--- src/rtl/serial_to_parallel.sv ---
// Serial-to-parallel receiver: assembles an LSB-first qualified bit stream into WIDTH-bit words.
// Optional trailing parity bit per frame when SERIAL_TO_PARALLEL_PARITY_EN is defined.
module serial_to_parallel #(
    parameter int unsigned WIDTH      = 4,
    parameter int unsigned PARITY_ODD = 0
) (
    input  logic             clk,
    input  logic             reset,
    input  logic             serial_i,
    input  logic             valid_i,
    input  logic             clear_i,
    output logic [WIDTH-1:0] parallel_o,
    output logic             valid_o,
    output logic             empty_o,
    output logic             perr_o
);

`ifdef SERIAL_TO_PARALLEL_PARITY_EN
    localparam int unsigned FLEN = WIDTH + 1;
`else
    localparam int unsigned FLEN = WIDTH;
`endif
    localparam int unsigned CW = $clog2(FLEN + 1);

    if (WIDTH < 2 || WIDTH > 32) begin : g_bad_width
        $error("serial_to_parallel: WIDTH must be in 2..32");
    end
    if (PARITY_ODD > 1) begin : g_bad_parity
        $error("serial_to_parallel: PARITY_ODD must be 0 or 1");
    end

    logic [CW-1:0]    cnt;
    logic [WIDTH-1:0] shreg;
    logic [WIDTH-1:0] assembled;
    logic             last_bit;

    // Word as it would look with the current bit merged in; the parity slot (cnt==WIDTH) matches no index.
    always_comb begin
        assembled = shreg;
        for (int unsigned i = 0; i < WIDTH; i++) begin
            if (CW'(i) == cnt) begin
                assembled[i] = serial_i;
            end
        end
    end

    assign last_bit = (cnt == CW'(FLEN - 1));
    assign empty_o  = (cnt == '0);

`ifdef SERIAL_TO_PARALLEL_PARITY_EN
    logic parity_err;
    assign parity_err = ((^shreg) ^ serial_i) != PARITY_ODD[0];

    always_ff @(posedge clk or negedge reset) begin
        if (!reset) begin
            perr_o <= 1'b0;
        end else begin
            perr_o <= valid_i && !clear_i && last_bit && parity_err;
        end
    end
`else
    assign perr_o = 1'b0;
`endif

    always_ff @(posedge clk or negedge reset) begin
        if (!reset) begin
            cnt        <= '0;
            shreg      <= '0;
            parallel_o <= '0;
            valid_o    <= 1'b0;
        end else begin
            valid_o <= 1'b0;
            if (clear_i) begin
                cnt   <= '0;
                shreg <= '0;
            end else if (valid_i) begin
                if (last_bit) begin
                    cnt        <= '0;
                    shreg      <= '0;
                    parallel_o <= assembled;
                    valid_o    <= 1'b1;
                end else begin
                    cnt   <= cnt + CW'(1);
                    shreg <= assembled;
                end
            end
        end
    end

endmodule
--- config.mk ---
export PLATFORM = sky130hd
export DESIGN_NAME = serial_to_parallel
export DESIGN_NICKNAME = d
export VERILOG_FILES = /design/src/rtl/serial_to_parallel.sv
export SDC_FILE = /design/constraint.sdc
export NUM_CORES = 1
export LEC_CHECK = 0
export CAP_MARGIN = 5
export CORE_AREA = 2 2 39 41
export DETAILED_ROUTE_END_ITERATION = 16
export DIE_AREA = 0 0 41 43
export PLACE_DENSITY_LB_ADDON = 0.1
export SLEW_MARGIN = 20
export SYNTH_ARGS = -nofsm -noshare
export SYNTH_HDL_FRONTEND = slang
export SYNTH_SLANG_ARGS = --single-unit
--- constraint.sdc ---
create_clock -name clk -period 1.75 [get_ports clk]
set_input_delay 0.35 -clock clk [delete_from_list [all_inputs] [get_ports clk]]
set_output_delay 0.35 -clock clk [all_outputs]
set_load 0.005 [all_outputs]
Word level (Yosys, flattened, before mapping)
Index checks and enable logic that the tools add are counted.

storage, ports and cells
  register bits = 12
  logic and storage cells = 26
  bits of input ports = 5
  output and inout port bits = 7

operators by class
  add/sub/neg operators = 1
  reductions and logical operators = 3
  bitwise logic cells = 1
  multiplexer cells = 13
  equality and inequality tests = 4

operators with widths
  kind                                                                    count
  4-bit 2-to-1 mux                                                        3
  3-bit 2-to-1 mux                                                        3
  1-bit 2-to-1 mux                                                        7
  2-bit by 3-bit equality test with 1-bit output (first input constant)   2
  3-bit by 1-bit adder with 3-bit output (second input constant)          1
  1-bit by 3-bit equality test with 1-bit output (first input constant)   1
  3-bit by 2-bit equality test with 1-bit output (second input constant)  1
  3-bit logical NOT                                                       1
  3-bit AND reduction                                                     1
  2-bit nonzero test                                                      1
  1-bit inverter                                                          1

Logic depth before layout (Yosys ltp)
Gate-level depths: netlist of the first run.

  depth in word-level cells = 5
  mapped depth = 5
  mapped depth without buffers = 5

Worst setup path before layout of the first run
No wires, ideal clock.

  kind = register to register
  start = reg cnt[0]
  end = reg parallel_o[3]
  cell stages (with the launch flop) = 5
  path slack = 0.380 ns
  data required time = 1.625 ns
  path buffers = 1
  library setup time = 0.125 ns
  arrival = 1.245 ns
  clock period less this slack = 1.370 ns
  path through = dfrtp_1 -> ha_1 -> and4bb_1 -> buf_6 -> mux2_4

on the way
  cells in the longest elaborated chain, start to end = 2
  elaborated cells between the ends (all ways) = 4
  those cells by class = eq/ne: 2; mux: 1; reduce/logical: 1

ends and longest elaborated chain
  what                                                                                                                     RTL line  text
  start, declared                                                                                                          32        logic [CW-1:0] cnt;
  start signal, assigned                                                                                                   83        cnt <= cnt + CW'(1);
  3-bit by 2-bit equality test with 1-bit output / 2-bit by 3-bit equality test with 1-bit output (equally long branches)  41, 47
  3-bit AND reduction (no line) / 1-bit 2-to-1 mux (equally long branches)                                                 n/a
  end signal, assigned                                                                                                     80        parallel_o <= assembled;
  end, declared                                                                                                            12        output logic [WIDTH-1:0] parallel_o,

Parallel ways exist; a longest one is shown, timed or not.
A chain may end at the register's enable or synchronous reset.

Worst setup path after layout of the first run
  start = reg cnt[0]
  end = out empty_o

on the way
  cells in the longest elaborated chain, start to end = 1

ends and longest elaborated chain
  what               RTL line  text
  3-bit logical NOT  48        assign empty_o = (cnt == '0);
  end, declared      14        output logic empty_o,

Every way passes these cells.

==> results by stage, run 1 <==
Outcome:
- The run finished with clean final reports.

Route:
- In the final routed layout, each cell accounts on average for 12.0 um.
- The count of TritonRoute iterations in the first routing pass is 4.
- In this run the remaining antenna-violating nets after routing total 0.
- After the first detailed-routing iteration, the DRC count stood at 4.
- The routed layout has between 400 and 500 vias.
- The count of unresolved DRC violations after routing is 0.
- Dividing the detail-routed via count by the number of cells gives between 4 and 5.
- The routed design has a little over 1 mm of wire.

Layout:
- The post-synthesis to final-layout area growth is 30.7%.
- Summing all multi-input logic gate instances after layout gives ~260 um^2.
- At the end of the flow, the number of nets in the layout was between 70 and 80.
- The layout filler cell count is around 140.
- The area taken by flip-flops and latches is between 200 and 300 um^2.
- The number of inserted diodes is 0.
- The final standard cell count with taps included and fillers excluded is 84.
- In the final layout, the share of cells above drive strength 1 is 0.206.

Power:
- The share of total power dissipated in combinational logic is 0.264.
- Of the total power, the clock network draws 0.266.
- The share of power burned in registers is 0.470.
- Of the total power, the share spent switching nets is 0.264.
- The net switching power is 0.000173 W.
- Total power for the finished layout comes to around 0.00065 W.
- The total power per unit cell area is 888 nW/um^2.
- In this run the static leakage power is 0.357 nW.
- The internal power of the cells totals 0.000481 W.
- The peak supply drop is 0.457 mV.

Global routing:
- The total overflow reported by the global router is 0.
- The via count of the first global-routing pass is a little under 400.
- The first global-routing pass estimated approximately 1.7 mm of wire.
- The initial antenna violation count is 0.
- For this run, the total global-route usage over all layers was measured as 0.153.
- The largest net degree at the start of global routing is 12.

Place:
- The count of buffers from port buffering is 10.
- The routability congestion estimate from global placement is about 0.74.
- The cell total after placement is between 70 and 80.
- The final HPWL from detailed placement is roughly 800 um.

Floorplan:
- The die is around 41 um wide.
- The die covers roughly 1800 um^2.
- Row generation in the floorplan step produced 14 rows.
- In this run the standard cell core region covers roughly 1400 um^2.
- The die is 43 um tall.
- The starting density of the core is 0.407.
- For this design the top-level I/O count stands at 12.

Synth:
- The biggest area consumer among synthesized cells is sky130_fd_sc_hd__dfrtp_1.
- Among all flip-flop cells after synthesis, the most frequent one is sky130_fd_sc_hd__dfrtp_1.
- The post-synthesis async set-or-reset flop share is 1.00.
- In this run, synthesis produced a sequential element count of 11.
- The sequential share of the synthesized area is 0.489.
- sky130_fd_sc_hd__dfrtp_1 is the most common cell in the netlist.
- Yosys printed 0 warnings.
- The number of enable flip-flop cells after synthesis is 0.
- The cell count after synthesis came out at 50.
- After synthesis, the cell types taking the most area are sky130_fd_sc_hd__dfrtp_1, sky130_fd_sc_hd__ha_1, sky130_fd_sc_hd__mux2i_1.
- By count the netlist is led by sky130_fd_sc_hd__dfrtp_1, sky130_fd_sc_hd__nor2_1, sky130_fd_sc_hd__ha_1.
- The total nets after synthesis is between 50 and 60.
- The area fraction of the dominant cell type after synthesis is 0.489.
- The average size of a mapped cell is approximately 11 um^2.
- The number of distinct standard cells referenced by the synthesized netlist is 23.
- Summing every instance area after synthesis gives roughly 560 um^2.

STA:
- The worst path needs around 1700 ps of the cycle, external delays included.
- The final max-slew violation count is 0.
- The number of hold-slack violations in the final timing report is 0.
- The final clock skew is around 4.0 ps.
- Setup violations remaining at the end of the flow were counted as 0.
- The fraction of the cycle the final worst path needs is 0.950.
- For the pin with the worst max-slew slack, the measured transition is roughly 510 ps.
- The maximum achievable frequency is 0.602 GHz.
- After routing, the total negative slack on setup checks comes to 0 ps.
- Setup repair after global routing left no endpoint under its margin.
- In this run the tightest slew margin relative to its limit is 0.657.

Setup path:
- The critical path start-end classification is reg -> out.
- The data required time at the worst endpoint is between 1000 and 1500 ps.
- STA classifies the critical path startpoint as a flop.
- The worst setup path is captured at a primary output.
- For the worst setup path, the data arrival time is roughly 1300 ps.
- Along the worst path, the maximum fanout reaches 2.

Clock network:
- CTS saw 11 sinks.
- Clock latency on the worst-skew pair, taken at its later pin, is 270 ps.
- The library cell used as clock root buffer is sky130_fd_sc_hd__clkbuf_4.
- The CTS buffer count is 3.
- TritonCTS built the clock tree.
- The clock-pin transition on the worst setup and hold timing paths is approximately 70 ps.
- The maximum number of buffers from clock root to sink is 2.
- In this run the number of H-tree levels came out at 1.

Run:
- The number of maximum-capacitance constraint violations is 0.

Hold path:
- The tightest min-delay check is of the in -> async type.
per-layer routing:
layer,vias to the layer above,share of wire,track usage
met5,-,0,0
met4,0,0.029,0.120
met3,4,0.049,0.0314
met2,13,0.44,0.206
met1,180,0.48,0.203
li1,205,-,-
sequential cells by signal, indices dropped and copies added, names as in the netlist:
name,flops
cnt,3
parallel_o,4
shreg,3
valid_o,1
timing repair:
action / CTS / global route
setup endpoints to repair: 1 / 0
buffers inserted: 1 / 0
gates resized for setup: 2 / 0
hold buffers: 0 / 0
power groups by stage:
| stage | clock, W | combinational, W | sequential (W) |
|---|---|---|---|
| 4_1_cts | 0.000181 | 0.000175 | 0.000307 |
| 3_5_place_dp | 0 | 0.000173 | 0.000313 |
| 3_3_place_gp | 0 | 0.000172 | 0.000311 |
| 6_report | 0.000174 | 0.000172 | 0.000307 |
| 5_1_grt | 0.000198 | 0.000197 | 0.000312 |
| 2_1_floorplan | 0 | 0.0000676 | 0.000315 |
critical path: stages (launching register included):
cell and delay [ps]:
sky130_fd_sc_hd__dfrtp_1 370, sky130_fd_sc_hd__inv_2 50, sky130_fd_sc_hd__ha_1 200, sky130_fd_sc_hd__and2b_1 170, sky130_fd_sc_hd__dlygate4sd2_1 260
cells in the final DEF, fill, tap and decap left out, drive strengths merged:
cell and n:
mux2i 3, mux2 1, o211ai 1, inv 3
nor2 5, nand2b 3, and2b 2, clkbuf 3
a211oi 1, conb 1, dfrtp 11, and4bb 1
a21oi 3, dlygate4sd2 1, nand3b 1, nand2 2
o21ai 2, clkdlybuf4s50 9, and3b 1, a22o 1
a32o 1, clkinv 1, ha 4, buf 6
xnor2 1
layout make-up:
type,instances,area share
Timing Repair Buffer,16,0.196
Clock inverter,1,0.00680
Sequential cell,11,0.374
Multi-Input combinational cell,34,0.350
Clock buffer,3,0.0306
Inverter,3,0.0153
Tap cell,16,0.0272
final timing paths:
kind	from	endpoint	slack, ps	cells past startpoint
max	cnt[0]$_DFFE_PN0P_	empty_o	90	4
min	reset	parallel_o[3]$_DFFE_PN0P_	410	1
max reg2reg	cnt[0]$_DFFE_PN0P_	parallel_o[2]$_DFFE_PN0P_	320	6
min reg2reg	shreg[1]$_DFFE_PN0P_	shreg[1]$_DFFE_PN0P_	490	2
max in group asynchronous	reset	shreg[1]$_DFFE_PN0P_	990	1
min in group clk	shreg[1]$_DFFE_PN0P_	shreg[1]$_DFFE_PN0P_	490	2
per-stage QoR:
stage / utilization / instance area, um^2 / hold slack, ps / setup WS (ps)
2_1_floorplan: - / 563 / 54.4 / 380
3_5_place_dp: 0.507 / 702 / 478 / 110
4_1_cts: 0.532 / 736 / 418 / 71.9
5_1_grt: 0.532 / 736 / 439 / 19.8
3_3_place_gp: 0.507 / 702 / 474 / 127
6_report: 0.532 / 736 / 414 / 88.2
cells by family (layout without fill, tap and decap cells):
logic type      count (synthesis)  after routing  share of synthesized area
other cells                     1              1                    0.00666
mux                             4              4                     0.0800
compound gates                  9              9                      0.104
fa+ha+maj                       4              4                     0.0889
simple gates                   15             15                      0.162
xor+xnor                        1              1                     0.0156
buf+inv                         5             23                     0.0533
flops                          11             11                      0.489
Note: power is estimated with default switching activity, not from simulation.
==> run 2, diff against run 1 <==
--- a/config.mk
+++ b/config.mk
@@ -7,8 +7,10 @@
 export LEC_CHECK = 0
 export CAP_MARGIN = 5
 export CORE_AREA = 2 2 39 41
+export CTS_BUF_LIST = sky130_fd_sc_hd__clkbuf_8
 export DETAILED_ROUTE_END_ITERATION = 16
 export DIE_AREA = 0 0 41 43
+export GPL_TIMING_DRIVEN = 0
 export PLACE_DENSITY_LB_ADDON = 0.1
 export SLEW_MARGIN = 20
 export SYNTH_ARGS = -nofsm -noshare
==> results by stage, run 2 (synthesis gave the netlist of run 1 again) <==
Outcome:
- The flow ran to the end, and the final reports show no timing, DRC or antenna violations.

Global routing:
- The initial antenna violation count was 0 (unchanged).
- The total routing resource utilization after global routing is 0.162 (+0.00894).
- The via count of the first global-routing pass is 427 (+7.3%).
- The first-pass GRT wire length is 1.84 mm (+7.2%).
- The largest net degree at the start of global routing is 12 (unchanged).
- The total overflow reported by the global router is 0 (unchanged).

Setup path:
- The worst setup path is launched from a flop.
- The maximum fanout along the worst path is 2 (unchanged).
- The stage delay of the slowest cell on the critical path is 340 ps (-30 ps).
- The critical path goes through inv_1 > ha_2 > and2b_2 > dlygate4sd2_1.
- The critical path is of the reg -> out type.
- The data required time at the worst endpoint is 1400 ps (about the same).
- The cell count of the worst reg-to-reg path came to 5 (-1).
- Among cell families on the critical path, the largest total delay comes from flip-flops.
- The cell at the slowest stage of the critical path is sky130_fd_sc_hd__dfrtp_1.
- The kind of end point of the critical path is a primary output.
- The launching point of the worst reg2reg path is cnt[0]$_DFFE_PN0P_.
- The count of buffer and inverter cells on the critical path is 2 (unchanged).
- The data arrival time of the worst path came to 1270 ps (-40 ps).
- The logic depth of the worst setup path including buffers is 4 (unchanged).
- In this run the worst setup path begins at cnt[0]$_DFFE_PN0P_.
- The capture instance of the worst register-to-register path is parallel_o[3]$_DFFE_PN0P_.
- The minimum setup slack among reg-to-reg paths is 230 ps (-90 ps).

Layout:
- The layout filler cell count is 139 (+1.5%).
- The flip-flop count of the largest register, all copies and words added is 4 (unchanged).
- The final standard cell count with taps included and fillers excluded is 84 (unchanged).
- The number of inserted diodes was 0 (unchanged).
- The library cell used most frequently in the layout, excluding fill and tap cells, is sky130_fd_sc_hd__dfrtp_1.
- The fraction of final layout cells with drive strength greater than 1 was 0.221 (+0.0147).
- The post-synthesis to final-layout area growth is 35.1%.
- The largest registers in the layout are parallel_o: 4 flops, cnt: 3 flops, shreg: 3 flops.
- The net count of the finished layout is 78 (unchanged).
- Counting flops per register, the top entry is parallel_o.
- Leaving out fill and tap cells, the most frequent cells in the layout are sky130_fd_sc_hd__dfrtp_1, sky130_fd_sc_hd__clkdlybuf4s50_1, sky130_fd_sc_hd__nor2_1, sky130_fd_sc_hd__buf_4.

Clock network:
- The total number of clock tree sinks is 11 (unchanged).
- The root buffer cell chosen for the clock tree is sky130_fd_sc_hd__clkbuf_8.
- The CTS buffer count is 3 (unchanged).
- The maximum number of buffers from clock root to sink is 2 (unchanged).
- TritonCTS built the clock tree.
- The source-to-sink clock delay at the later pin of the worst-skew pair came to 230 ps (-40 ps).
- The clock-pin transition on the worst setup and hold timing paths came to 50 ps (-20 ps).
- The maximum level of the CTS H-tree is 1 (unchanged).

STA:
- The maximum achievable frequency came to 0.617 GHz (+2.5%).
- The final setup violation count is 0 (unchanged).
- The setup TNS after final layout is 0 ps (unchanged).
- The transition time at the pin with the least slew margin came to 506 ps (-6.21 ps).
- Setup repair after global routing left no endpoint under its margin.
- The worst-case headroom to the max-slew limit was 0.662 (+0.00415).
- The number of hold-slack violations in the final timing report is 0 (unchanged).
- The slack of the critical path is 129 ps (+40.8 ps).
- The minimum period implied by the final worst setup slack was 1620 ps (-40.8 ps).
- The final max-slew violation count came to 0 (unchanged).
- The final clock skew was 2.06 ps (-1.93 ps).
- The fraction of the cycle the final worst path needs came to 0.926 (-0.0233).

Route:
- The average detailed-routed wire length per instance is 12.4 um (+2.9%).
- The count of TritonRoute iterations in the first routing pass came to 4 (unchanged).
- The count of unresolved DRC violations after routing is 0 (unchanged).
- The routed wire length came to 1.04 mm (+2.9%).
- The number of nets with antenna violations after detailed routing is 0 (unchanged).
- The via count came to 388 (-3.5%).
- The violation count after the first detailed-route iteration is 6 (+2).
- The post-detailed-route via-to-cell ratio is 4.62 (-3.5%).

Place:
- The routability congestion estimate from global placement is 0.651 (-11%).
- The count of buffers from port buffering was 10 (unchanged).
- The final HPWL from detailed placement is 756 um (-6.0%).
- The cell total after placement was 76 (-3.8%).
- The worst slack after detailed placement is 9.09 ps (-101 ps).

Floorplan:
- The cell row count came to 14 (unchanged).
- The die extent in x was 41 um (unchanged).
- The floorplan die area is 1760 um^2 (unchanged).
- The starting density of the core came to 0.407 (unchanged).
- The number of I/O pins is 12 (unchanged).
- The vertical die dimension is 43 um (unchanged).
- The core region area came to 1380 um^2 (unchanged).

Power:
- The overall power consumption is 0.000729 W (+12%).
- The total power per unit cell area was 958 nW/um^2 (+7.9%).
- The leakage power total is 0.367 nW (+2.7%).
- The peak supply drop is 0.450 mV (-1.5%).

Run:
- The number of maximum-capacitance constraint violations is 0 (unchanged).

Hold path:
- The class of the tightest hold or removal check is in -> async.
## run 2: cell count changes in the layout (fill, tap and decap cells not counted)
cell                       before  now
sky130_fd_sc_hd__clkbuf_4       3    0
sky130_fd_sc_hd__clkbuf_8       0    3
sky130_fd_sc_hd__and2b_1        1    0
sky130_fd_sc_hd__and2b_2        1    2
sky130_fd_sc_hd__buf_4          6    5
sky130_fd_sc_hd__buf_6          0    1
sky130_fd_sc_hd__clkinv_2       1    0
sky130_fd_sc_hd__ha_1           4    3
sky130_fd_sc_hd__ha_2           0    1
sky130_fd_sc_hd__inv_1          2    3
## run 2: final cells by class
| class | count | area (um^2) | share of cell area |
|---|---|---|---|
| timing repair buffer | 14 | 129 | 0.169 |
| tap | 16 | 20.0 | 0.0263 |
| inverter | 3 | 11.3 | 0.0148 |
| clock buffer | 3 | 41.3 | 0.0543 |
| multi-input combinational | 34 | 262 | 0.344 |
| buffer | 2 | 18.8 | 0.0247 |
| sequential | 11 | 275 | 0.362 |
| clock inverter | 1 | 3.75 | 0.00493 |
## run 2: worst max path at each step
stage,endpoint
floorplan,parallel_o[3]$_DFFE_PN0P_
global placement,empty_o
detailed placement,parallel_o[3]$_DFFE_PN0P_
CTS,empty_o
global route,empty_o
finish,empty_o
## run 2: per-stage QoR
stage | area (um^2) | utilization | hold WS, ps
floorplan | 563 | - | 54.4
finish | 761 | 0.550 | 455
global route | 761 | 0.550 | 508
global placement | 683 | 0.494 | 465
CTS | 761 | 0.550 | 477
detailed placement | 683 | 0.494 | 471
## run 2: report_power, final
part / total, W / switching [W] / internal, W
Sequential: 0.000306 / 0.0000170 / 0.000289
Clock: 0.000244 / 0.0000905 / 0.000154
Combinational: 0.000178 / 0.0000661 / 0.000112
## run 2: per-layer routing
metal / track usage / routed length [um] / vias up
met5: 0 / 0 / -
met3: 0.0314 / 40 / 0
met1: 0.199 / 474 / 173
met2: 0.256 / 524 / 9
li1: - / - / 206
met4: 0.0800 / 0 / 0
## run 2: timing repair
item | in CTS | in global routing
gates resized for setup | 4 | 0
hold buffers | 0 | 0
setup buffers | 4 | 0
endpoints found under the setup margin | 1 | 0
